==> src/rtl/proc_pkg.sv <==
// Constants and types shared by the fetch unit, control unit and datapath.
// Defaults here are the reference configuration of the small processor.
package proc_pkg;

   localparam int unsigned AW_DEF       = 4;
   localparam int unsigned DW_DEF       = 8;
   localparam int unsigned RESET_PC_DEF = 0;
   localparam int unsigned MAX_WAIT_DEF = 7;
   localparam logic [DW_DEF-1:0] NOP_WORD_DEF = 8'h00;

   typedef enum logic {
      IDLE = 1'b0,
      REQ  = 1'b1
   } fetch_state_e;

endpackage

==> src/rtl/pc_reg.sv <==
// Address register with async clear, parallel load and increment (load wins).
// Used as the program counter here and as the datapath address register.
module pc_reg #(
   parameter int unsigned W         = 4,
   parameter logic [W-1:0] RESET_VAL = '0
) (
   input  logic         clk,
   input  logic         clr,
   input  logic         ld,
   input  logic         inc,
   input  logic [W-1:0] d,
   output logic [W-1:0] q
);

   logic [W-1:0] val_q, val_d;

   always_comb begin
      val_d = val_q;
      if (ld)
         val_d = d;
      else if (inc)
         val_d = val_q + W'(1);
   end

   always_ff @(posedge clk or posedge clr) begin
      if (clr)
         val_q <= RESET_VAL;
      else
         val_q <= val_d;
   end

   assign q = val_q;

endmodule

==> src/rtl/fetch_unit.sv <==
// Instruction fetch stage: owns PC and IR, reads program RAM over req/ack,
// and stalls the control unit while a fetch is outstanding.
module fetch_unit
   import proc_pkg::*;
#(
   parameter int unsigned     AW       = AW_DEF,
   parameter int unsigned     DW       = DW_DEF,
   parameter int unsigned     RESET_PC = RESET_PC_DEF,
   parameter int unsigned     MAX_WAIT = MAX_WAIT_DEF,
   parameter logic [DW-1:0]   NOP_WORD = DW'(NOP_WORD_DEF)
) (
   input  logic          clk,
   input  logic          clr,
   input  logic          ce,
   input  logic          en_in,
   input  logic          en_pc,
   input  logic          jmp_en,
   input  logic [AW-1:0] jmp_addr,
   output logic          mem_rd_req,
   output logic [AW-1:0] mem_addr,
   input  logic          mem_rd_ack,
   input  logic [DW-1:0] mem_rdata,
   output logic [DW-1:0] ir,
   output logic [AW-1:0] pc,
   output logic          stall,
   output logic          fetch_done,
   output logic          fetch_err
);

   localparam logic [7:0] WAIT_LAST = 8'(MAX_WAIT - 1);

   fetch_state_e  state_q;
   logic [DW-1:0] ir_q;
   logic [AW-1:0] addr_q;
   logic          req_q;
   logic          stall_q;
   logic          done_q;
   logic          err_q;
   logic [7:0]    wait_q;
   logic [AW-1:0] pc_q;
   logic          pc_ld, pc_inc, pc_upd;

   // PC strobes are dropped (not queued) while a fetch is outstanding.
   assign pc_upd = ce && (state_q == IDLE);
   assign pc_ld  = pc_upd && jmp_en;
   assign pc_inc = pc_upd && en_pc;

   pc_reg #(
      .W         (AW),
      .RESET_VAL (AW'(RESET_PC))
   ) u_pc (
      .clk (clk),
      .clr (clr),
      .ld  (pc_ld),
      .inc (pc_inc),
      .d   (jmp_addr),
      .q   (pc_q)
   );

   always_ff @(posedge clk or posedge clr) begin
      if (clr) begin
         state_q <= IDLE;
         ir_q    <= '0;
         addr_q  <= '0;
         req_q   <= 1'b0;
         stall_q <= 1'b0;
         done_q  <= 1'b0;
         err_q   <= 1'b0;
         wait_q  <= '0;
      end else begin
         done_q <= 1'b0;
         case (state_q)
            IDLE: begin
               if (ce && en_in) begin
                  addr_q  <= pc_q;
                  req_q   <= 1'b1;
                  stall_q <= 1'b1;
                  wait_q  <= '0;
                  state_q <= REQ;
               end
            end
            REQ: begin
               // Once issued, a request runs to ack or timeout regardless of ce.
               if (mem_rd_ack) begin
                  ir_q    <= mem_rdata;
                  req_q   <= 1'b0;
                  stall_q <= 1'b0;
                  done_q  <= 1'b1;
                  state_q <= IDLE;
               end else if (wait_q == WAIT_LAST) begin
                  ir_q    <= NOP_WORD;
                  err_q   <= 1'b1;
                  req_q   <= 1'b0;
                  stall_q <= 1'b0;
                  done_q  <= 1'b1;
                  state_q <= IDLE;
               end else begin
                  wait_q <= wait_q + 8'd1;
               end
            end
            default: state_q <= IDLE;
         endcase
      end
   end

   assign mem_rd_req = req_q;
   assign mem_addr   = addr_q;
   assign ir         = ir_q;
   assign pc         = pc_q;
   assign stall      = stall_q;
   assign fetch_done = done_q;
   assign fetch_err  = err_q;

endmodule

==> config.mk <==
export PLATFORM = sky130hd
export DESIGN_NAME = fetch_unit
export DESIGN_NICKNAME = d
export VERILOG_FILES = /design/src/rtl/proc_pkg.sv /design/src/rtl/pc_reg.sv /design/src/rtl/fetch_unit.sv
export SDC_FILE = /design/constraint.sdc
export NUM_CORES = 1
export LEC_CHECK = 0
export BUFFER_PORTS_ARGS = -buffer_cell sky130_fd_sc_hd__buf_4
export CAP_MARGIN = 20
export CORE_ASPECT_RATIO = 0.75
export CORE_MARGIN = 2
export CORE_UTILIZATION = 35
export DETAILED_ROUTE_END_ITERATION = 7
export GPL_TIMING_DRIVEN = 0
export HOLD_SLACK_MARGIN = 0.05
export SETUP_SLACK_MARGIN = 0.3
export SYNTH_ARGS = -nofsm -noshare
export SYNTH_HDL_FRONTEND = slang
export SYNTH_SLANG_ARGS = --single-unit
export TNS_END_PERCENT = 50
==> constraint.sdc <==
create_clock -name clk -period 3.6 [get_ports clk]
set_input_delay 0.36 -clock clk [delete_from_list [all_inputs] [get_ports clk]]
set_output_delay 0.36 -clock clk [all_outputs]
set_load 0.02 [all_outputs]
==> impl_results.md <==
* Status: finished clean
* CTS Sinks at 28
* Mean Syn Cell Area at 10.1 um^2
* Crit path max-delay family: simple AND/OR/NAND/NOR gates
* Final setup TNS at 0 ns
* Most frequent cells in the layout: buf_4, dfrtp_1, nand3_1, nand2b_1, inv_1
* Placer congestion estimate at 0.853
* Slowest-stage cell, CP: or4b_4
* CTS resizes at 0
* Seq cells post-synth at 28
* WS Path Type: flop to flop
* Mapped Area at 0.00150 mm^2
* Final WL at 3370 um
* Syn-to-layout area delta at 30.2%
* Min-delay worst type: input pin to asynchronous set/reset pin
* GRT Resource Usage Total at 15.1%
* Final ANT Viol Nets at 0
* Max-cap violation count at 0
* Crit. End Element: flop
* Die extent in x at 79.6 um
* DRT Pass-1 Iters at 4
* CP max FO at 10
* Vias in the first global route at 1152
* Clk_skew at 0.0102 ns
* DR vias/cell at 5.05
* Rel. slew slack at 64.9%
* Initial Util at 36.8%
* Max Slew Vio Count at 0
* Post-Syn Instances at 148
* Setup repair bufs after CTS at 0
* IO buf count at 38
* Filler Cell Count at 388
* Rows at 20
* Final period utilization at 48.3%
* GRT Residual Overflow at 0
* Initial DRC count at 60
* Total Nets Final at 214
* Synth unique cells at 38
* H-tree depth at 1
* RSZ-0062 raised after global routing: false
* CORE AREA at 0.00408 mm^2
* Synth warnings at 0
* Clock transition at path regs at 0.10 ns
* CP required at 3.73 ns
* Tmin final at 1.74 ns
* PwrDens at 568 mW/mm^2
* Synth Net Count at 170
* Layout cell share with drive strength beyond 1 at 30.4%
* Num CTS Buffers at 3
* Clock Latency Late Sink at 0.28 ns
* Largest net degree at the start of global routing at 29
* Cells along the critical path: inv_1, ha_1, or4b_4, nor2_4, buf_6, o221ai_1
* Seq/Total Area, Yosys at 46.7%
* Worst Setup Start Kind: flop
* Setup ws final at 1.86 ns
* DP HPWL at 2450 um
* Die Footprint at 0.00483 mm^2
* # setup viols final at 0
* DRC viols at 0
* CTS tree: yes
* Via count at 1243
* Max Clk Rate at 575 MHz
* CP Buf/Inv Count at 2
* Max VDD drop at 0.000238 V
* Routed wire length per instance at 13.7 um
* Leak at 0.918 nW
* Worst-Margin Slew at 0.526 ns
* Place WS at 1.87 ns
* Global-route wire length before repair at 5610 um
* Final Hold Violating Endpoints at 0
* IO Pins at 39
* Post-CTS Hold Fix Bufs at 0
* Leading cell type in the layout, fill and taps excluded: buf_4
* Crit-path max cell delay at 0.52 ns
* Critical path arrival at 1.87 ns
* Diodes inserted at 0
* Antenna violations before repair at 0
* Clock root cell: clkbuf_8
* Die Y at 60.7 um
* Clk buf depth at 2
[through the flow]
step | instances | power [W] | area, um^2 | util, % | hold slack (ns)
final | 246 | 0.00111 | 1950 | 47.9 | 0.0893
after global routing | 246 | 0.00118 | 1950 | 47.9 | 0.130
after CTS | 245 | 0.00112 | 1930 | 47.2 | 0.305
after floorplan | 148 | 0.000705 | 1500 | - | 0.425
after detailed placement | 241 | 0.000866 | 1850 | 45.5 | 0.477
after global placement | 241 | 0.000850 | 1850 | 45.5 | 0.464
[cells by family (layout without fill, tap and decap cells)]
kind of cell,after synthesis,count (layout),synth area share [%]
adders and majority gates,3,3,2.50
muxes,10,10,7.09
and+or+nand+nor,58,58,22.9
DFF,28,28,46.7
buffers and inverters,22,65,6.34
AOI/OAI and AO/OA,27,27,14.5
[flip-flops by register name (all words and copies together), names as in the netlist]
signal / cells
stall: 1
fetch_err: 1
state_q: 1
fetch_done: 1
wait_q: 8
ir: 8
u_pc.q: 4
mem_addr: 4
[power by group]
part	total [W]	switching (W)	internal, W	leakage [nW]
logic	0.000384	0.000201	0.000183	0.542
registers	0.000476	0.0000818	0.000395	0.341
clock network	0.000249	0.000100	0.000149	0.0357
[worst register-to-register path: stages (launching register included)]
cell and delay, ns:
dfrtp_1 0.43, inv_1 0.08, ha_1 0.15, or4b_4 0.52, nor2_4 0.15, buf_6 0.15
o221ai_1 0.13
[final cells by class]
class | instances | area, um^2 | area share, %
Buffer | 9 | 46.3 | 2.37
Sequential cell | 28 | 701 | 35.9
Clock inverter | 1 | 30.0 | 1.54
Multi-Input combinational cell | 98 | 704 | 36.1
Tap cell | 55 | 68.8 | 3.52
Inverter | 13 | 48.8 | 2.50
Clock buffer | 3 | 41.3 | 2.11
Timing Repair Buffer | 39 | 313 | 16.0
[layer usage]
layer  GRT usage (%)  wire [um]  vias to the layer above
met1            21.0       1700                      597
met2            24.0       1500                       23
met3            3.72        140                        4
met5               0          0                        -
li1                -          -                      619
met4            3.69         24                        0
[cells in the mapped netlist (all sizes together)]
master,n,area [um^2]
a22oi,1,7.51
a31o,1,8.76
mux2,5,56.3
or3b,1,8.76
o21ai,3,26.3
a21oi,2,10.0
nor2b,2,12.5
nand2,8,30.0
clkbuf,7,27.5
nand4,3,18.8
o22ai,2,12.5
a21o,1,8.76
nor3b,1,7.51
inv,13,48.8
nand3b,5,37.5
and3,1,6.26
buf,2,18.8
nor2,3,18.8
a31oi,1,6.26
o21a,1,7.51
dfrtp,28,701
a32o,1,10.0
o2bb2ai,2,17.5
nor4,1,6.26
o221ai,9,78.8
nand2b,13,81.3
and2,1,6.26
o211ai,2,15.0
ha,3,37.5
or4b,2,23.8
nand3,17,85.1
o2111ai,1,8.76
mux2i,5,50.1
[path summary, 6_finish.rpt]
kind | slack, ns | endpoint | depth (start not counted) | start
worst max-delay path | 1.86 | ir[4]$_DFFE_PP0P_ | 6 | wait_q[0]$_DFFE_PP0P_
worst min-delay path | 0.09 | u_pc.q[0]$_DFFE_PP0P_ | 2 | clr
worst max register to register | 1.86 | ir[4]$_DFFE_PP0P_ | 6 | wait_q[0]$_DFFE_PP0P_
worst min register to register | 0.49 | wait_q[7]$_DFFE_PP0P_ | 1 | wait_q[7]$_DFFE_PP0P_
max in group asynchronous | 3.05 | ir[4]$_DFFE_PP0P_ | 3 | clr
min in group clk | 0.31 | ir[2]$_DFFE_PP0P_ | 3 | mem_rdata[2]
Power figures use the tool's default switching activity.
